## src/rtl/adc_acq_seqgen.sv

```systemverilog
// ADC acquisition sequencer: turns the ACQ_WND rising edge into a delayed,
// decimated capture window with sample strobes, completion pulses and counters.
module adc_acq_seqgen #(
    parameter int unsigned DLY_W  = 32,
    parameter int unsigned SPE_W  = 32,
    parameter int unsigned DEC_W  = 8,
    parameter int unsigned ECHO_W = 16
) (
    input  logic              CLK,
    input  logic              RESET,
    input  logic              ACQ_WND,
    input  logic [DLY_W-1:0]  ADC_INIT_DELAY,
    input  logic [SPE_W-1:0]  SAMPLES_PER_ECHO,
    input  logic [DEC_W-1:0]  DECIM,
    input  logic              ABORT_ON_FALL,
    input  logic              CNT_CLR,
    output logic              ACQ_EN,
    output logic              SMP_STB,
    output logic              BUSY,
    output logic              DONE,
    output logic              ABORTED,
    output logic [ECHO_W-1:0] ECHO_CNT,
    output logic [ECHO_W-1:0] MISSED_CNT
);

    typedef enum logic [1:0] {IDLE, DELAY, ACQ, FIN} state_t;

    state_t             r_state, w_state_nx;
    logic               r_wnd_q;
    logic [DLY_W-1:0]   r_dly_cnt, w_dly_cnt_nx;
    logic [SPE_W-1:0]   r_spe, w_spe_nx, r_smp_cnt, w_smp_cnt_nx;
    logic [DEC_W-1:0]   r_dec, w_dec_nx, r_dec_cnt, w_dec_cnt_nx;
    logic               r_acq_en, w_acq_en_nx;
    logic               r_stb, w_stb_nx;
    logic               r_busy;
    logic               r_done, w_done_nx;
    logic               r_aborted, w_aborted_nx;
    logic [ECHO_W-1:0]  r_echo, r_missed;
    logic               w_trig, w_abort;

    assign w_trig  = ACQ_WND & ~r_wnd_q;
    assign w_abort = ABORT_ON_FALL & ~ACQ_WND;

    always_comb begin
        w_state_nx   = r_state;
        w_dly_cnt_nx = r_dly_cnt;
        w_spe_nx     = r_spe;
        w_dec_nx     = r_dec;
        w_smp_cnt_nx = r_smp_cnt;
        w_dec_cnt_nx = r_dec_cnt;
        w_acq_en_nx  = r_acq_en;
        w_stb_nx     = 1'b0;
        w_done_nx    = 1'b0;
        w_aborted_nx = 1'b0;
        case (r_state)
            IDLE: begin
                if (w_trig) begin
                    w_state_nx   = DELAY;
                    // Counters run down to zero, so load value-1 (a zero setting acts as 1)
                    w_dly_cnt_nx = (ADC_INIT_DELAY == '0) ? '0 : ADC_INIT_DELAY - DLY_W'(1);
                    w_spe_nx     = SAMPLES_PER_ECHO;
                    w_dec_nx     = (DECIM == '0) ? DEC_W'(1) : DECIM;
                end
            end
            DELAY: begin
                if (w_abort) begin
                    w_state_nx   = FIN;
                    w_aborted_nx = 1'b1;
                end else if (r_dly_cnt == '0) begin
                    if (r_spe == '0) begin
                        w_state_nx = FIN;
                        w_done_nx  = 1'b1;
                    end else begin
                        w_state_nx   = ACQ;
                        w_acq_en_nx  = 1'b1;
                        w_stb_nx     = 1'b1;
                        w_smp_cnt_nx = r_spe - SPE_W'(1);
                        w_dec_cnt_nx = r_dec - DEC_W'(1);
                    end
                end else begin
                    w_dly_cnt_nx = r_dly_cnt - DLY_W'(1);
                end
            end
            ACQ: begin
                if (w_abort) begin
                    w_state_nx   = FIN;
                    w_acq_en_nx  = 1'b0;
                    w_aborted_nx = 1'b1;
                end else if (r_dec_cnt == '0) begin
                    if (r_smp_cnt == '0) begin
                        w_state_nx  = FIN;
                        w_acq_en_nx = 1'b0;
                        w_done_nx   = 1'b1;
                    end else begin
                        w_smp_cnt_nx = r_smp_cnt - SPE_W'(1);
                        w_dec_cnt_nx = r_dec - DEC_W'(1);
                        w_stb_nx     = 1'b1;
                    end
                end else begin
                    w_dec_cnt_nx = r_dec_cnt - DEC_W'(1);
                end
            end
            FIN: begin
                w_state_nx  = IDLE;
                w_acq_en_nx = 1'b0;
            end
            default: begin
                w_state_nx  = IDLE;
                w_acq_en_nx = 1'b0;
            end
        endcase
    end

    always_ff @(posedge CLK or posedge RESET) begin
        if (RESET) begin
            r_state   <= IDLE;
            r_wnd_q   <= 1'b0;
            r_dly_cnt <= '0;
            r_spe     <= '0;
            r_dec     <= '0;
            r_smp_cnt <= '0;
            r_dec_cnt <= '0;
            r_acq_en  <= 1'b0;
            r_stb     <= 1'b0;
            r_busy    <= 1'b0;
            r_done    <= 1'b0;
            r_aborted <= 1'b0;
        end else begin
            r_state   <= w_state_nx;
            r_wnd_q   <= ACQ_WND;
            r_dly_cnt <= w_dly_cnt_nx;
            r_spe     <= w_spe_nx;
            r_dec     <= w_dec_nx;
            r_smp_cnt <= w_smp_cnt_nx;
            r_dec_cnt <= w_dec_cnt_nx;
            r_acq_en  <= w_acq_en_nx;
            r_stb     <= w_stb_nx;
            r_busy    <= (w_state_nx != IDLE);
            r_done    <= w_done_nx;
            r_aborted <= w_aborted_nx;
        end
    end

    // Clear wins over any increment landing on the same edge
    always_ff @(posedge CLK or posedge RESET) begin
        if (RESET) begin
            r_echo   <= '0;
            r_missed <= '0;
        end else if (CNT_CLR) begin
            r_echo   <= '0;
            r_missed <= '0;
        end else begin
            if (w_done_nx)
                r_echo <= r_echo + ECHO_W'(1);
            if (w_trig && (r_state != IDLE) && (r_missed != '1))
                r_missed <= r_missed + ECHO_W'(1);
        end
    end

    assign ACQ_EN     = r_acq_en;
    assign SMP_STB    = r_stb;
    assign BUSY       = r_busy;
    assign DONE       = r_done;
    assign ABORTED    = r_aborted;
    assign ECHO_CNT   = r_echo;
    assign MISSED_CNT = r_missed;

endmodule

```

## config.mk

```make
export PLATFORM = sky130hd
export DESIGN_NAME = adc_acq_seqgen
export DESIGN_NICKNAME = d
export VERILOG_FILES = /design/src/rtl/adc_acq_seqgen.sv
export SDC_FILE = /design/constraint.sdc
export NUM_CORES = 1
export LEC_CHECK = 0
export CAP_MARGIN = 20
export CORE_UTILIZATION = 40
export CTS_CLUSTER_SIZE = 8
export DETAILED_ROUTE_END_ITERATION = 10
export PLACE_DENSITY = 0.7
export SLEW_MARGIN = 0
export SYNTH_ARGS = -nofsm -noshare
export SYNTH_HDL_FRONTEND = slang
export SYNTH_SLANG_ARGS = --single-unit
```

## constraint.sdc

```tcl
create_clock -name CLK -period 6.5 [get_ports CLK]
set_input_delay 1.3 -clock CLK [delete_from_list [all_inputs] [get_ports CLK]]
set_output_delay 1.3 -clock CLK [all_outputs]
set_load 0.01 [all_outputs]
```

==> results.yml, run 1 <==
sta:
  finClkSkew_ns: 0.01536
  finalCriticalPeriod_ns: 4.521
  max-slew-margin-rel_pct: 34.47
  maxClockFrequency_mhz: 221.2
  setup_viol_count_final: 0
  finalHoldViolations: 0
  final_max_slew_viol_count: 0
  grt_setup_unrepaired: "false"
  setup_tns_ns: 0
  layout_setup_ws_ns: 1.979
  fin_crit_sh_pct: 69.55
  pin_slew_with_the_least_headroom_to_its_limit_ns: 0.9740
clocking:
  post_cts.resized_instances: 0
  worst_skew_pair.late_latency_ns: 0.44
  cts_setup_buffers: 0
  clockRootBuffer: "clkbuf_16"
  clock_buffer_depth: 2
  cts-hold-fix-buffers: 0
  cts_inserted_buffers: 17
  path_clk_slew_ns: 0.07
  cts_tree: "done"
  htree_levels: 4
  clock_sinks: 152
floorplanning:
  die-area_um2: 24850
  die_x_um: 157.6
  coreArea_um2: 23610
  rows: 56
  initial_utilization_pct: 41.03
  number_of_i_o_pins: 114
  dieHeight_um: 157.6
placement:
  post-dp-hpwl_um: 17480
  routabilityCongestion: 0.8482
  placement.io_buffers: 113
  dpl_worst_slack_ns: 1.621
  post_dp_area_um2: 11110
final_layout:
  nets: 1293
  layout-drive-gt1-share_pct: 9.532
  area.sequential_um2: 3804
  finalInstanceArea_um2: 11770
  antenna_cells_inserted: 0
  area.growth.synth_to_final_pct: 21.44
  fillerInstances: 2279
  footprint_of_the_multi_input_gates_um2: 5585
  postLayoutCoreUtil_pct: 49.83
yosys:
  post-synth-top-area-cell: "dfrtp_1"
  synth_ff_type: "dfrtp_1"
  synth_area_per_cell_um2: 8.689
  postSynthCellCount: 1115
  synth_fp_nets: 1204
  yosys_warnings: 0
  post-synth-top-count-cell: "dfrtp_1"
  synth-edff-count: 0
  ys_seq_area_share_pct: 39.26
  post_synth_num_cell_types: 74
  synth_commonest_cells: "dfrtp_1, nor2_1, o21ai_0"
  asyncSetResetFlopFracSynth_pct: 100.0
  netlist_area_um2: 9688
  synth_top_area_share_pct: 39.26
  yosys-top-cells-area: "dfrtp_1, mux2_2, o21ai_0, nor2_1, nand2_1"
  ys_seq_elements: 152
detailed_routing:
  route.final.wire_length_um: 25230
  drt_pre_antenna_iters: 5
  via_per_inst: 5.699
  detailedRoute.firstIterationViolations: 543
  routed-via-count: 8754
  drc: 0
  antenna_violating_nets_post_route: 0
  drt-wirelength-per-cell_um: 16.42
global_routing:
  overflow: 0
  grt_use_total_pct: 20.85
  antenna_found_initial: 0
  first_pass_grt_wire_length_um: 41480
  grt_max_degree: 75
  number_of_global_route_vias_before_repair: 8335
worst_setup_path:
  critical_path_required_ns: 6.82
  critical_path_arrival_ns: 4.84
  worstSetupPathType: "input port to flop"
  reg2reg_from: "r_state[0]"
  worstPathMaxFanout: 17
  end_kind: "flop"
  critical_path.startpoint_type: "input port"
  crit_start: "ADC_INIT_DELAY[0]"
min_path:
  hold_path.startpoint: "r_smp_cnt[31]"
  hold_class: "flop to flop"
outcome:
  outcome: "completed"
power_and_ir_drop:
  share_seq_of_total_power_pct: 35.2
  sw_share_pct: 41.98
  gate_power_share_pct: 41.9
  intPower_mw: 2.834
  static-leakage-power_nw: 4.624
  clkPwrFrac_pct: 22.9
  peakVddDrop_mv: 0.2304
  power_density_nw_per_um2: 415.2
  switching_power_total_mw: 2.051
job:
  max-cap-violations: 0
==> power groups by stage <==
stage	clock network, mW	logic (mW)	registers [mW]
CTS	1.14	2.04	1.71
floorplan	0	1.59	1.60
detailed placement	0	2.02	1.72
finish	1.12	2.05	1.72
global route	1.18	2.28	1.77
global placement	0	1.96	1.71
==> per-stage QoR <==
stage	hold WS (ns)	total power, mW	instances
2_1_floorplan	0.4568	3.186	1115
3_5_place_dp	0.4831	3.743	1503
5_1_grt	0.5152	5.225	1536
3_3_place_gp	0.4788	3.670	1503
6_report	0.4969	4.885	1536
4_1_cts	0.4985	4.886	1535
==> critical path, cell delays in order <==
cell and delay (ns):
clkdlybuf4s50_1 0.47, inv_1 0.10, ha_1 0.19, or3b_2 0.54, nor4_1 0.66, and3_1 0.34
a21o_1 0.54, nor2_1 0.31, a221o_1 0.39
==> path summary, 6_finish.rpt <==
kind,endpoint,slack (ns),cells past startpoint
hold / removal,r_smp_cnt[31],0.50,1
setup / recovery,r_dly_cnt[22],1.98,9
setup reg to reg,r_smp_cnt[28],2.23,10
min in group asynchronous,MISSED_CNT[7],1.32,2
hold reg to reg,r_smp_cnt[31],0.50,1
max in group asynchronous,r_smp_cnt[17],4.10,3
==> flip-flops by register name (all words and copies together) (netlist names), 2 cells and up <==
| signal | count |
|---|---|
| ECHO_CNT | 16 |
| MISSED_CNT | 16 |
| r_dec | 8 |
| r_dec_cnt | 8 |
| r_dly_cnt | 32 |
| r_smp_cnt | 32 |
| r_spe | 32 |
| r_state | 2 |
==> area by class of cell <==
class	instances	share of cell area, %
clock inverter	15	1.904
tap	319	3.393
multi-input combinational	883	47.47
clock buffer	17	3.616
inverter	23	0.7764
sequential	152	32.33
timing repair buffer	127	10.51
==> logic make-up after synthesis <==
logic type / Yosys count / share of synthesized area (%)
simple gates: 472 / 24.72
compound gates: 268 / 17.80
flops: 152 / 39.26
buf+inv: 80 / 3.293
mux: 69 / 7.775
xor+xnor: 62 / 5.605
fa+ha+maj: 12 / 1.550
==> per-layer routing <==
metal / track usage, % / up-vias / wire (um)
met5: 0 / - / 0
met4: 6.426 / 0 / 340
met3: 3.613 / 24 / 1234
met2: 35.43 / 222 / 12290
met1: 26.89 / 4253 / 11360
li1: - / 4255 / -
==> placed cells by master, fill, tap and decap left out, types with 14 or more instances in the layout <==
cell	synthesis	routed
buf_4	0	14
and3_1	16	16
o22ai_1	16	16
dfrtp_1	152	152
a21oi_1	53	53
nor2_1	121	121
mux2_2	50	50
or3_1	19	19
xnor2_1	28	28
nand2_1	91	91
clkdlybuf4s50_1	0	113
inv_1	23	22
nor4_1	27	27
nor2b_1	24	24
xor2_1	34	34
mux2i_1	19	19
or4_1	14	14
o21ai_0	98	98
nand4_1	21	21
clkbuf_16	0	17
nand3_1	29	29
nor3_1	58	58
No activity file was read; power rests on OpenSTA's default activity.
==> run 2, diff against run 1 <==
--- a/config.mk
+++ b/config.mk
@@ -9,7 +9,7 @@
 export CORE_UTILIZATION = 40
 export CTS_CLUSTER_SIZE = 8
 export DETAILED_ROUTE_END_ITERATION = 10
-export PLACE_DENSITY = 0.7
+export PLACE_DENSITY = 0.73
 export SLEW_MARGIN = 0
 export SYNTH_ARGS = -nofsm -noshare
 export SYNTH_HDL_FRONTEND = slang
==> constraint.sdc (replaced) <==
create_clock -name CLK -period 3.6 [get_ports CLK]
set_input_delay 0.72 -clock CLK [delete_from_list [all_inputs] [get_ports CLK]]
set_output_delay 0.72 -clock CLK [all_outputs]
set_load 0.01 [all_outputs]
==> results.yml, run 2 (synthesis gave the netlist of run 1 again) <==
sta:
  max-slew-margin-rel_pct: 47.50
  setup_viol_count_final: 0
  finalCriticalPeriod_ns: 3.332
  grt_setup_unrepaired: "false"
  maxClockFrequency_mhz: 300.1
  final_max_slew_viol_count: 0
  setup_tns_ns: 0
  pin_slew_with_the_least_headroom_to_its_limit_ns: 0.7859
  fin_crit_sh_pct: 92.56
  finClkSkew_ns: 0.01539
  finalHoldViolations: 0
detailed_routing:
  route.final.wire_length_um: 25390
  antenna_violating_nets_post_route: 0
  drc: 0
  routed-via-count: 9023
  drt-wirelength-per-cell_um: 16.20
  via_per_inst: 5.758
  detailedRoute.firstIterationViolations: 634
  drt_pre_antenna_iters: 6
clocking:
  worst_skew_pair.late_latency_ns: 0.44
  post_cts.resized_instances: 0
  cts_setup_buffers: 0
  path_clk_slew_ns: 0.07
  clock_sinks: 152
  clockRootBuffer: "clkbuf_16"
  cts_tree: "done"
  cts-hold-fix-buffers: 0
  htree_levels: 4
  cts_inserted_buffers: 17
  clock_buffer_depth: 2
worst_setup_path:
  crit_start: "r_state[0]"
  worstSetupPathType: "flop to flop"
  reg2reg_from: "r_state[0]"
  worstPathMaxFanout: 31
  end_kind: "flop"
  critical_path_arrival_ns: 3.63
  critical_path.startpoint_type: "flop"
  critical_path_required_ns: 3.90
power_and_ir_drop:
  power.total_mw: 8.835
  power_density_nw_per_um2: 736.3
  static-leakage-power_nw: 4.775
  peakVddDrop_mv: 0.3068
final_layout:
  layout-drive-gt1-share_pct: 11.94
  fillerInstances: 2188
  nets: 1324
  final-instance-count-excl-fill: 1567
  postLayoutCoreUtil_pct: 50.82
  mostFrequentLayoutCells: "dfrtp_1, nor2_1, clkdlybuf4s50_1, o21ai_0, nand2_1"
  antenna_cells_inserted: 0
  finalInstanceArea_um2: 12000
  biggestRegsByFlops: "r_dly_cnt x32, r_smp_cnt x32, r_spe x32"
  layout.cells.most_common: "dfrtp_1"
  area.growth.synth_to_final_pct: 23.85
placement:
  post-dp-hpwl_um: 18000
  placement.io_buffers: 113
  placedCellCount: 1535
  post_dp_area_um2: 11390
  routabilityCongestion: 0.8663
floorplanning:
  dieHeight_um: 157.6
  number_of_i_o_pins: 114
  coreArea_um2: 23610
  rows: 56
  die-area_um2: 24850
  die_x_um: 157.6
  initial_utilization_pct: 41.03
job:
  max-cap-violations: 0
global_routing:
  grt_use_total_pct: 21.16
  first_pass_grt_wire_length_um: 42080
  number_of_global_route_vias_before_repair: 8620
  antenna_found_initial: 0
  overflow: 0
  grt_max_degree: 66
min_path:
  hold_class: "flop to flop"
  hold_path.startpoint: "r_smp_cnt[31]"
outcome:
  outcome: "completed"
[run 2: changes by cell type in the layout (fill, tap and decap cells not counted), sizes merged]
| cell | change |
|---|---|
| clkinv | +1 |
| clkinvlp | +1 |
| buf | +31 |
| inv | -1 |
| clkbuf | +1 |
| bufinv | -2 |
[run 2: where the power goes]
| part | internal [mW] | switching [mW] | leakage, nW |
|---|---|---|---|
| Combinational | 1.69 | 2.15 | 2.56 |
| Sequential | 2.35 | 0.770 | 1.91 |
| Clock | 1.07 | 0.803 | 0.302 |
[run 2: worst paths after layout]
path,endpoint,slack (ns),cells after the start
setup / recovery,r_smp_cnt[10],0.27,10
hold / removal,r_smp_cnt[31],0.50,1
setup reg to reg,r_smp_cnt[10],0.27,10
hold reg to reg,r_smp_cnt[31],0.50,1
max in group asynchronous,r_smp_cnt[11],2.03,3
min in group asynchronous,DONE,0.76,2
[run 2: layout make-up]
| class | instances | area, um^2 | share of cell area [%] |
|---|---|---|---|
| multi-input cells | 883 | 5603 | 46.69 |
| flip-flops and latches | 152 | 3804 | 31.70 |
| repair buffers | 158 | 1494 | 12.45 |
| clock buffers | 18 | 439.2 | 3.660 |
| well taps | 319 | 399.1 | 3.326 |
| clock inverters | 14 | 170.2 | 1.418 |
| inverters | 23 | 90.09 | 0.7508 |
[run 2: metal layers]
layer	vias up	track usage, %	wire, um
met4	0	6.519	434
met2	269	36.40	12370
met5	-	0	0
met1	4385	26.46	11210
li1	4329	-	-
met3	40	4.380	1377
[run 2: through the flow]
stage          hold slack (ns)  worst slack, ns
3_3_place_gp            0.4756          0.07095
6_report                0.4989           0.2677
3_5_place_dp            0.4830          0.07548
4_1_cts                 0.4972           0.2974
5_1_grt                 0.5199         0.008503
2_1_floorplan           0.4568         -0.01423
[run 2: worst max-delay path: stages (launching register included)]
cell      delay [ns]
dfrtp_1         0.43
inv_1           0.16
ha_4            0.37
mux2i_1         0.30
ha_2            0.25
o211ai_1        0.14
or2_1           0.39
a211oi_1        0.46
mux2_2          0.40
o21ai_0         0.16
o21ai_0         0.12
==> run 3, diff against run 2 <==
--- a/config.mk
+++ b/config.mk
@@ -9,7 +9,9 @@
 export CORE_UTILIZATION = 40
 export CTS_CLUSTER_SIZE = 8
 export DETAILED_ROUTE_END_ITERATION = 10
-export PLACE_DENSITY = 0.73
+export DONT_BUFFER_PORTS = 1
+export PLACE_DENSITY = 0.66
+export SKIP_CTS_REPAIR_TIMING = 1
 export SLEW_MARGIN = 0
 export SYNTH_ARGS = -nofsm -noshare
 export SYNTH_HDL_FRONTEND = slang
==> results.yml, run 3 (synthesis gave the netlist of run 1 again) <==
outcome:
  outcome: "completed"
final_layout:
  antenna_cells_inserted: 0
  nets: 1201
  layout.cells.most_common: "dfrtp_1"
  layout-drive-gt1-share_pct: 12.27
  area.growth.synth_to_final_pct: 11.15
  mostFrequentLayoutCells: "dfrtp_1, nor2_1, o21ai_0, nand2_1, nor3_1"
  biggestRegsByFlops: "r_dly_cnt x32, r_smp_cnt x32, r_spe x32"
  fillerInstances: 2324
  postLayoutCoreUtil_pct: 45.60
floorplanning:
  die-area_um2: 24850
  rows: 56
  initial_utilization_pct: 41.03
  dieHeight_um: 157.6
  coreArea_um2: 23610
  number_of_i_o_pins: 114
  die_x_um: 157.6
worst_setup_path:
  timing.critical_path.cells: "or4_1 > or4_1 > or4_4 > nand2b_2 > and2_1 > buf_4 > o21ai_0 > o311ai_0"
  timing.critical_path.slowest_stage_cell: "or4_1"
  timing.critical_path.buf_inv: 1
  critical_path.most_common_cell: "or4_1"
  timing.critical_path.slowest_cell_delay_ns: 0.66
  end_kind: "flop"
  critPathTopFamily: "simple AND/OR/NAND/NOR gates"
  worstSetupPathType: "flop to flop"
  critical_path.startpoint_type: "flop"
  critical_path_arrival_ns: 3.66
  critical_path_required_ns: 3.90
  worstPathMaxFanout: 13
power_and_ir_drop:
  static-leakage-power_nw: 4.263
  power_density_nw_per_um2: 791.9
  peakVddDrop_mv: 0.3106
sta:
  finClkSkew_ns: 0.01809
  layout_setup_ws_ns: 0.2453
  final_max_slew_viol_count: 0
  grt_setup_unrepaired: "false"
  maxClockFrequency_mhz: 298.1
  setup_viol_count_final: 0
  pin_slew_with_the_least_headroom_to_its_limit_ns: 0.9016
  finalCriticalPeriod_ns: 3.355
  fin_crit_sh_pct: 93.19
  finalHoldViolations: 0
  max-slew-margin-rel_pct: 39.77
clocking:
  htree_levels: 4
  clock_buffer_depth: 2
  worst_skew_pair.late_latency_ns: 0.44
  clockRootBuffer: "clkbuf_16"
  cts_inserted_buffers: 17
  clock_sinks: 152
  path_clk_slew_ns: 0.07
  cts_tree: "done"
global_routing:
  first_pass_grt_wire_length_um: 40520
  overflow: 0
  globalRouteMet2Util_pct: 33.69
  number_of_global_route_vias_before_repair: 8031
  grt_use_total_pct: 20.54
  grt_max_degree: 76
  antenna_found_initial: 1
  grt_use_met3_pct: 5.256
  grt.busiest_layer: "met2"
  met1_usage_pct: 26.50
min_path:
  hold_class: "input port to flop"
detailed_routing:
  drt-wirelength-per-cell_um: 17.21
  detailedRoute.firstIterationViolations: 651
  drt_pre_antenna_iters: 5
  route.final.wire_length_um: 24850
  drc: 0
  via_per_inst: 5.801
  antenna_violating_nets_post_route: 0
  routed-via-count: 8376
placement:
  post-dp-hpwl_um: 17710
  dpl_worst_slack_ns: 0.2873
  routabilityCongestion: 0.8490
  placement.io_buffers: 0
job:
  max-cap-violations: 0
run 3: cell count changes in the layout (fill, tap and decap cells not counted), sizes merged:
cell / delta
buf: -10
bufinv: -2
clkdlybuf4s50: -113
clkinvlp: +6
inv: -4
run 3: cell type report:
| type | instances | area [um^2] | area share [%] |
|---|---|---|---|
| multi-input combinational | 883 | 5603 | 52.03 |
| sequential | 152 | 3804 | 35.32 |
| clock buffer | 18 | 429.2 | 3.986 |
| tap | 319 | 399.1 | 3.707 |
| timing repair buffer | 35 | 325.3 | 3.021 |
| clock inverter | 14 | 117.6 | 1.092 |
| inverter | 23 | 90.09 | 0.8366 |
run 3: through the flow:
| step | power, mW | cell area, um^2 | hold WS, ns | TNS (ns) | instances |
|---|---|---|---|---|---|
| 3_3_place_gp | 6.721 | 10220 | 0.4761 | 0 | 1412 |
| 2_1_floorplan | 5.812 | 9784 | 0.4568 | -0.02662 | 1115 |
| 4_1_cts | 8.556 | 10770 | 0.3027 | 0 | 1444 |
| 6_report | 8.528 | 10770 | 0.3221 | 0 | 1444 |
| 3_5_place_dp | 6.825 | 10220 | 0.4770 | 0 | 1412 |
| 5_1_grt | 9.198 | 10770 | 0.3012 | 0 | 1444 |
run 3: worst paths after layout:
path / startpoint / to / slack [ns] / depth (start not counted)
worst min-delay path: ACQ_WND / r_wnd_q / 0.32 / 0
worst min register to register: r_dly_cnt[12] / r_dly_cnt[12] / 0.50 / 1
max in group asynchronous: RESET / r_spe[13] / 2.52 / 2
min in group asynchronous: RESET / r_dec[5] / 0.33 / 1
worst max-delay path: r_dly_cnt[9] / r_dly_cnt[23] / 0.25 / 8
worst max register to register: r_dly_cnt[9] / r_dly_cnt[23] / 0.25 / 8
run 3: power by group:
part / internal, mW / total, mW / switching, mW / leakage, nW
registers: 2.35 / 3.13 / 0.780 / 1.91
clock network: 0.898 / 1.70 / 0.799 / 0.248
logic: 1.61 / 3.70 / 2.09 / 2.10
run 3: worst register-to-register path, stage by stage (launching register included):
cell and delay [ns]:
dfrtp_1 0.43, or4_1 0.66, or4_1 0.62, or4_4 0.64
nand2b_2 0.26, and2_1 0.21, buf_4 0.20, o21ai_0 0.10
o311ai_0 0.10
run 3: metal layers:
layer | vias up | part of all wire (%)
li1 | 4080 | -
met1 | 4030 | 45
met2 | 229 | 48
met3 | 35 | 6.0
met4 | 2 | 1.5
met5 | - | 0.052
